`src/rtl/alu_mc_gated_pkg.sv`:
```
// Shared ALU definitions: operation encoding, FSM state type, flag bundle.
// No logic; imported by the top, the interface users and the bench.
package alu_pkg;

    localparam logic [2:0] OP_ADD = 3'b000;
    localparam logic [2:0] OP_SUB = 3'b001;
    localparam logic [2:0] OP_AND = 3'b010;
    localparam logic [2:0] OP_OR  = 3'b011;
    localparam logic [2:0] OP_XOR = 3'b100;
    localparam logic [2:0] OP_SHL = 3'b101;
    localparam logic [2:0] OP_SHR = 3'b110;
    localparam logic [2:0] OP_MUL = 3'b111;

    typedef enum logic [1:0] {
        ST_IDLE    = 2'd0,
        ST_MUL_RUN = 2'd1,
        ST_HOLD    = 2'd2
    } state_e;

    typedef struct packed {
        logic zero;
        logic carry;
        logic ovf;
    } flags_t;

endpackage

```
`src/rtl/alu_mc_gated_if.sv`:
```
// Request/response bundle between an ALU client (master) and the ALU (slave).
// Request side is valid/ready; response side is valid/ready.
interface alu_mc_gated_if #(
    parameter int WIDTH = 16
) ();
    logic             in_valid;
    logic             in_ready;
    logic [WIDTH-1:0] a;
    logic [WIDTH-1:0] b;
    logic [2:0]       alu_op;
    logic             out_valid;
    logic             out_ready;
    logic [WIDTH-1:0] result;
    logic             zero_flag;
    logic             carry_flag;
    logic             ovf_flag;

    modport master (
        output in_valid, a, b, alu_op, out_ready,
        input  in_ready, out_valid, result, zero_flag, carry_flag, ovf_flag
    );

    modport slave (
        input  in_valid, a, b, alu_op, out_ready,
        output in_ready, out_valid, result, zero_flag, carry_flag, ovf_flag
    );
endinterface

```
`src/rtl/alu_mc_gated_cg_ctrl.sv`:
```
// Clock-gate enable for the downstream datapath: high while busy or requested,
// then held for IDLE_HOLD cycles after going idle. No backpressure.
module alu_cg_ctrl #(
    parameter int IDLE_HOLD = 4
) (
    input  logic clk,
    input  logic rst_n,
    input  logic busy_i,
    input  logic in_valid_i,
    output logic cg_en_o
);

    logic [3:0] idle_cnt_q;

    always_ff @(posedge clk or negedge rst_n) begin
        if (!rst_n) begin
            idle_cnt_q <= 4'd0;
        end else if (busy_i || in_valid_i) begin
            idle_cnt_q <= 4'(IDLE_HOLD);
        end else if (idle_cnt_q != 4'd0) begin
            idle_cnt_q <= idle_cnt_q - 4'd1;
        end
    end

    assign cg_en_o = busy_i || in_valid_i || (idle_cnt_q != 4'd0);

endmodule

```
`src/rtl/alu_mc_gated.sv`:
```
// Multi-cycle ALU: 1-cycle bitwise/arith/shift ops, WIDTH-cycle shift-add multiply.
// Result held in HOLD until out_ready; a new request is taken in the same cycle it drains.
module alu_mc_gated
    import alu_pkg::*;
#(
    parameter int WIDTH     = 16,
    parameter int IDLE_HOLD = 4
) (
    input  logic           clk,
    input  logic           rst_n,
    alu_mc_gated_if.slave  bus,
    output logic           cg_en
);

    localparam int SW = $clog2(WIDTH);

    state_e           state_q;
    logic             out_valid_q;
    logic [WIDTH-1:0] result_q;
    flags_t           flags_q;

    logic [WIDTH-1:0] mcand_q;
    logic [WIDTH-1:0] hi_q;
    logic [WIDTH-1:0] lo_q;
    logic [SW-1:0]    iter_q;

    logic             accept;
    logic [SW-1:0]    shamt;
    logic [WIDTH:0]   add_w, sub_w, shl_w, shr_w;
    logic [WIDTH-1:0] alu_res;
    logic             alu_c, alu_v;

    logic [WIDTH:0]   psum;
    logic [WIDTH-1:0] mul_hi_d, mul_lo_d;
    logic             mul_last;

    assign bus.in_ready   = (state_q == ST_IDLE) || ((state_q == ST_HOLD) && bus.out_ready);
    assign accept         = bus.in_valid && bus.in_ready;
    assign bus.out_valid  = out_valid_q;
    assign bus.result     = result_q;
    assign bus.zero_flag  = flags_q.zero;
    assign bus.carry_flag = flags_q.carry;
    assign bus.ovf_flag   = flags_q.ovf;

    assign shamt = bus.b[SW-1:0];

    // Shifts are done one bit wider so the last bit shifted out lands in the extra bit.
    always_comb begin
        add_w   = {1'b0, bus.a} + {1'b0, bus.b};
        sub_w   = {1'b0, bus.a} - {1'b0, bus.b};
        shl_w   = {1'b0, bus.a} << shamt;
        shr_w   = {bus.a, 1'b0} >> shamt;
        alu_res = '0;
        alu_c   = 1'b0;
        alu_v   = 1'b0;
        case (bus.alu_op)
            OP_ADD: begin
                alu_res = add_w[WIDTH-1:0];
                alu_c   = add_w[WIDTH];
                alu_v   = (bus.a[WIDTH-1] == bus.b[WIDTH-1]) && (add_w[WIDTH-1] != bus.a[WIDTH-1]);
            end
            OP_SUB: begin
                alu_res = sub_w[WIDTH-1:0];
                alu_c   = sub_w[WIDTH];
                alu_v   = (bus.a[WIDTH-1] != bus.b[WIDTH-1]) && (sub_w[WIDTH-1] != bus.a[WIDTH-1]);
            end
            OP_AND: alu_res = bus.a & bus.b;
            OP_OR:  alu_res = bus.a | bus.b;
            OP_XOR: alu_res = bus.a ^ bus.b;
            OP_SHL: begin
                alu_res = shl_w[WIDTH-1:0];
                alu_c   = shl_w[WIDTH];
            end
            OP_SHR: begin
                alu_res = shr_w[WIDTH:1];
                alu_c   = shr_w[0];
            end
            default: ;
        endcase
    end

    // Right-shifting shift-add: {hi,lo} starts as {0,b}, lo drains multiplier bits.
    assign psum     = {1'b0, hi_q} + (lo_q[0] ? {1'b0, mcand_q} : '0);
    assign mul_hi_d = psum[WIDTH:1];
    assign mul_lo_d = {psum[0], lo_q[WIDTH-1:1]};
    assign mul_last = (iter_q == SW'(WIDTH - 1));

    always_ff @(posedge clk or negedge rst_n) begin
        if (!rst_n) begin
            state_q     <= ST_IDLE;
            out_valid_q <= 1'b0;
            result_q    <= '0;
            flags_q     <= '0;
            mcand_q     <= '0;
            hi_q        <= '0;
            lo_q        <= '0;
            iter_q      <= '0;
        end else begin
            case (state_q)
                ST_IDLE, ST_HOLD: begin
                    if (accept) begin
                        if (bus.alu_op == OP_MUL) begin
                            mcand_q     <= bus.a;
                            hi_q        <= '0;
                            lo_q        <= bus.b;
                            iter_q      <= '0;
                            state_q     <= ST_MUL_RUN;
                            out_valid_q <= 1'b0;
                        end else begin
                            result_q    <= alu_res;
                            flags_q     <= '{zero: (alu_res == '0), carry: alu_c, ovf: alu_v};
                            state_q     <= ST_HOLD;
                            out_valid_q <= 1'b1;
                        end
                    end else if ((state_q == ST_HOLD) && bus.out_ready) begin
                        state_q     <= ST_IDLE;
                        out_valid_q <= 1'b0;
                    end
                end
                ST_MUL_RUN: begin
                    hi_q   <= mul_hi_d;
                    lo_q   <= mul_lo_d;
                    iter_q <= iter_q + 1'b1;
                    if (mul_last) begin
                        result_q    <= mul_lo_d;
                        flags_q     <= '{zero: (mul_lo_d == '0), carry: (|mul_hi_d), ovf: (|mul_hi_d)};
                        state_q     <= ST_HOLD;
                        out_valid_q <= 1'b1;
                    end
                end
                default: begin
                    state_q     <= ST_IDLE;
                    out_valid_q <= 1'b0;
                end
            endcase
        end
    end

    alu_cg_ctrl #(
        .IDLE_HOLD(IDLE_HOLD)
    ) u_cg_ctrl (
        .clk       (clk),
        .rst_n     (rst_n),
        .busy_i    (state_q != ST_IDLE),
        .in_valid_i(bus.in_valid),
        .cg_en_o   (cg_en)
    );

endmodule

```
`src/flat_wrapper.sv`:
```
// flat-port wrapper written by rule: the top's interface ports become plain ports
module alu_mc_gated_flat import alu_pkg::*;
#(
    parameter int WIDTH     = 16,
    parameter int IDLE_HOLD = 4
)
  (clk, rst_n, cg_en, bus_in_valid, bus_a, bus_b, bus_alu_op, bus_out_ready, bus_in_ready, bus_out_valid, bus_result, bus_zero_flag, bus_carry_flag, bus_ovf_flag);
  alu_mc_gated_if #(.WIDTH(WIDTH)) bus_i ();
  input  logic clk;
  input  logic rst_n;
  output logic cg_en;
  input wire logic [$bits(bus_i.in_valid)-1:0] bus_in_valid;
  input wire logic [$bits(bus_i.a)-1:0] bus_a;
  input wire logic [$bits(bus_i.b)-1:0] bus_b;
  input wire logic [$bits(bus_i.alu_op)-1:0] bus_alu_op;
  input wire logic [$bits(bus_i.out_ready)-1:0] bus_out_ready;
  output wire logic [$bits(bus_i.in_ready)-1:0] bus_in_ready;
  output wire logic [$bits(bus_i.out_valid)-1:0] bus_out_valid;
  output wire logic [$bits(bus_i.result)-1:0] bus_result;
  output wire logic [$bits(bus_i.zero_flag)-1:0] bus_zero_flag;
  output wire logic [$bits(bus_i.carry_flag)-1:0] bus_carry_flag;
  output wire logic [$bits(bus_i.ovf_flag)-1:0] bus_ovf_flag;
  assign bus_i.in_valid = bus_in_valid;
  assign bus_i.a = bus_a;
  assign bus_i.b = bus_b;
  assign bus_i.alu_op = bus_alu_op;
  assign bus_i.out_ready = bus_out_ready;
  assign bus_in_ready = bus_i.in_ready;
  assign bus_out_valid = bus_i.out_valid;
  assign bus_result = bus_i.result;
  assign bus_zero_flag = bus_i.zero_flag;
  assign bus_carry_flag = bus_i.carry_flag;
  assign bus_ovf_flag = bus_i.ovf_flag;
  alu_mc_gated #(.WIDTH(WIDTH), .IDLE_HOLD(IDLE_HOLD)) u_core (.clk(clk), .rst_n(rst_n), .bus(bus_i), .cg_en(cg_en));
endmodule
```
`config.mk`:
```
export PLATFORM = sky130hd
export DESIGN_NAME = alu_mc_gated_flat
export DESIGN_NICKNAME = d
export VERILOG_FILES = /design/src/rtl/alu_mc_gated_pkg.sv /design/src/rtl/alu_mc_gated_if.sv /design/src/rtl/alu_mc_gated_cg_ctrl.sv /design/src/rtl/alu_mc_gated.sv /design/src/flat_wrapper.sv
export SDC_FILE = /design/constraint.sdc
export NUM_CORES = 1
export LEC_CHECK = 0
export ABC_AREA = 1
export ABC_CLOCK_PERIOD_IN_PS = 3800
export CAP_MARGIN = 15
export CORE_MARGIN = 2
export CORE_UTILIZATION = 47
export CTS_BUF_LIST = sky130_fd_sc_hd__clkbuf_8
export DETAILED_ROUTE_END_ITERATION = 12
export GPL_TIMING_DRIVEN = 0
export PLACE_DENSITY_LB_ADDON = 0.2
export SLEW_MARGIN = 10
export SYNTH_ARGS = -nofsm -noshare
export SYNTH_HDL_FRONTEND = slang
export SYNTH_SLANG_ARGS = --single-unit
```
`constraint.sdc`:
```
create_clock -name clk -period 3.8 [get_ports clk]
set_input_delay 0.76 -clock clk [delete_from_list [all_inputs] [get_ports clk]]
set_output_delay 0.76 -clock clk [all_outputs]
set_load 0.01 [all_outputs]
```
==> run_results.csv <==
group,metric,value,unit
status,status,"complete, no violations",
placement,place_congestion,1.02,
finish,n_antenna_cell,0,
cts,cts_sinks,77,
worst_setup_path,reg2reg_depth,19,
worst_setup_path,cp.arrival,3810,ps
placement,dp_hpwl,24.5,mm
logic_synthesis,syn_area_per_cell,6.18,um2
timing,clock.fmax,283,MHz
timing,fin_ws,271,ps
floorplanning,dieArea,18500,um2
pwr,switchingPower,1880,uW
worst_setup_path,worstSetupPathType,"in -> reg",
detailed_routing,drcViolationCount,0,
run,max_cap_viol_count,0,
placement,placement.io_buffers,60,
floorplanning,rows,48,
floorplanning,core,17200,um2
logic_synthesis,ys_async_sr_fraction,100,%
finish,multi_input_area,5490,um2
floorplanning,top_level_ports,61,
global_routing,grt_pass1_vias,8535,
detailed_routing,wire_per_inst,18.4,um
logic_synthesis,synth-edff-count,0,
timing,drv_slew,0,
logic_synthesis,yosysWarnings,0,
pwr,total_power,4190,uW
pwr,pwr-share-clk,13.6,%
cts,clk_pin_slew,80,ps
cts,htreeDepth,3,
cts,cts_tree,"yes",
finish,drive_above_1_share,5.05,%
logic_synthesis,synth_seq_cells,77,
worst_setup_path,regToRegStartpoint,"u_core.lo_q[0]",
cts,insertion_delay,360,ps
detailed_routing,drt_first_pass_iters,5,
pwr,p_leak,0.00490,uW
worst_setup_path,crit_end,"u_core.bus.zero_flag",
timing,setup_viol,0,
detailed_routing,vias_per_cell,5.67,
global_routing,grt_pass1_wl,46.3,mm
placement,dpl_cell_area,9100,um2
finish,synthToLayoutAreaGrowth,14.0,%
finish,regArea,1930,um2
logic_synthesis,synthesis.area,8200,um2
pwr,peakVddDrop,0.306,mV
worst_setup_path,crit_fanout,13,
detailed_routing,detail-route-antenna-nets,0,
pwr,power_density,449,nW/um2
detailed_routing,vias,9249,
logic_synthesis,synth-seq-area-share,23.5,%
timing,post-route-period-util,92.9,%
worst_setup_path,r2r_end,"u_core.bus.carry_flag",
cts,root_buffer,"clkbuf_8",
floorplanning,dieWidth,136,um
finish,final_common_cell,"nand2_1",
cts,clockBufferDepth,2,
logic_synthesis,ys.flop_type,"dfrtp_1",
timing,slew_headroom,58.0,%
timing,skew,7.13,ps
min_path,worstHoldPathType,"in -> async",
logic_synthesis,synth_fp_nets,1440,
global_routing,grt_use_total,32.6,%
finish,final_cell_mix,"nand2_1, nand3_1, inv_1",
floorplanning,initial_utilization,47.7,%
timing,worst_pin_slew,630,ps
worst_setup_path,startpoint_type,"input pin",
worst_setup_path,cp-end-kind,"flip-flop",
floorplanning,die_h,136,um
worst_setup_path,ff2ff_setup_slack,480,ps
finish,fillerInstances,1824,
placement,pre_cts_slack,-379,ps
finish,nets,1514,
timing,grt_setup_unrepaired,"no",
pwr,p_int,2310,uW
timing,hold_violations,0,
logic_synthesis,syn_inst,1326,
global_routing,gr-total-overflow,0,
pwr,p_seq_share,33.2,%
worst_setup_path,crit_path_start,"bus_b[1]",
timing,period_needed,3530,ps
pwr,swShare,44.8,%
global_routing,grt_max_degree,64,
worst_setup_path,required,4080,ps
global_routing,antenna_found_initial,0,
pwr,comb_power_share,53.2,%
finish,finalInstanceArea,9340,um2
cts,cts_buffers,9,
timing,tns,0,ps
detailed_routing,drt_iter0_drc,855,
detailed_routing,postRouteWirelength,29.9,mm
logic_synthesis,synth_cell_types,44,
[cells by family after synthesis]
group	Yosys count	share of synthesized area, %
and+or+nand+nor	749	38.2
AOI/OAI and AO/OA	210	14.9
buffers and inverters	198	9.85
DFF	77	23.5
adders and majority gates	75	11.7
xor gates and xnor gates	17	1.82
[cells in the mapped netlist, types with 5 or more instances]
master	number	area share, %
a21boi_0	6	0.55
a21o_1	5	0.46
a21oi_1	66	4.0
a31oi_1	6	0.46
buf_2	14	0.85
buf_4	5	0.46
clkbuf_1	25	1.1
dfrtp_1	77	24
ha_1	72	11
inv_1	140	6.4
inv_2	7	0.32
nand2_1	410	19
nand3_1	167	10
nand4_1	8	0.61
nor2_1	124	5.7
nor3_1	15	0.92
o211ai_1	14	1.3
o21a_1	7	0.64
o21ai_0	73	4.5
o22ai_1	8	0.61
o311ai_0	5	0.53
o311ai_1	6	0.64
or2_2	7	0.53
xnor2_1	10	1.1
xor2_1	7	0.75
[timing repair]
action / CTS / global route
resized for setup: 0 / 12
setup endpoints to repair: 1 / 3
buffers inserted: 0 / 3
hold endpoints to repair: 0 / 0
hold buffers: 0 / 0
[layer usage]
layer	vias to the layer above	GRT usage, %	share of wire (%)
met2	413	52.2	45
li1	4505	-	-
met4	0	16.5	5.2
met3	67	3.39	6.9
met1	4264	43.6	43
met5	-	0	0
[worst max-delay path, stage by stage]
cell	delay, ps
clkdlybuf4s50_1	480
buf_4	170
inv_2	100
buf_4	230
fa_1	470
inv_1	90
nand3_1	100
nand2_2	140
nand2_1	60
nand2_1	120
nand2_1	120
nand2_1	90
nand2_1	50
nand3_1	140
nand2_1	120
nor2_4	130
nand2_1	60
nor2_1	90
nand3_1	110
a21oi_1	170
[area by class of cell]
class / instances / area share [%]
clock inverters: 5 / 0.295
well taps: 225 / 3.01
inverters: 149 / 6.05
plain buffers: 48 / 2.61
flip-flops and latches: 77 / 20.6
multi-input cells: 1051 / 58.8
clock buffers: 11 / 1.62
repair buffers: 64 / 6.99
[power by group through the flow]
stage | clock (uW) | sequential, uW | combinational, uW
global placement | 0 | 1390 | 2150
detailed placement | 0 | 1400 | 2190
global route | 611 | 1430 | 2490
CTS | 572 | 1390 | 2200
floorplan | 0 | 1400 | 1400
finish | 570 | 1390 | 2230
[sequential cells by signal (all words and copies together), names as in the netlist]
| signal | flops |
|---|---|
| u_core.hi_q | 16 |
| u_core.bus.carry_flag | 1 |
| u_core.lo_q | 16 |
| u_core.iter_q | 4 |
| u_core.bus.result | 16 |
| u_core.u_cg_ctrl.idle_cnt_q | 4 |
| u_core.state_q | 1 |
| u_core.bus.out_valid | 1 |
| u_core.mcand_q | 16 |
| u_core.bus.ovf_flag | 1 |
| u_core.bus.zero_flag | 1 |
[through the flow]
step | hold slack [ps] | cells | util [%]
floorplan | 453 | 1326 | -
global placement | 465 | 1611 | 52.9
detailed placement | 467 | 1612 | 53.0
CTS | 259 | 1627 | 54.0
global route | 255 | 1630 | 54.4
finish | 257 | 1630 | 54.4
[how the worst min path moves through the flow]
stage	start	endpoint	slack [ps]	depth (start not counted)
after global routing	rst_n	u_core.hi_q[9]	260	1
final	rst_n	u_core.hi_q[9]	260	1
after global placement	u_core.bus.result[14]	u_core.bus.result[14]	460	2
after CTS	rst_n	u_core.hi_q[9]	260	1
after floorplan	u_core.mcand_q[15]	u_core.mcand_q[15]	450	2
after detailed placement	u_core.bus.result[14]	u_core.bus.result[14]	470	2
Power figures use the tool's default switching activity.
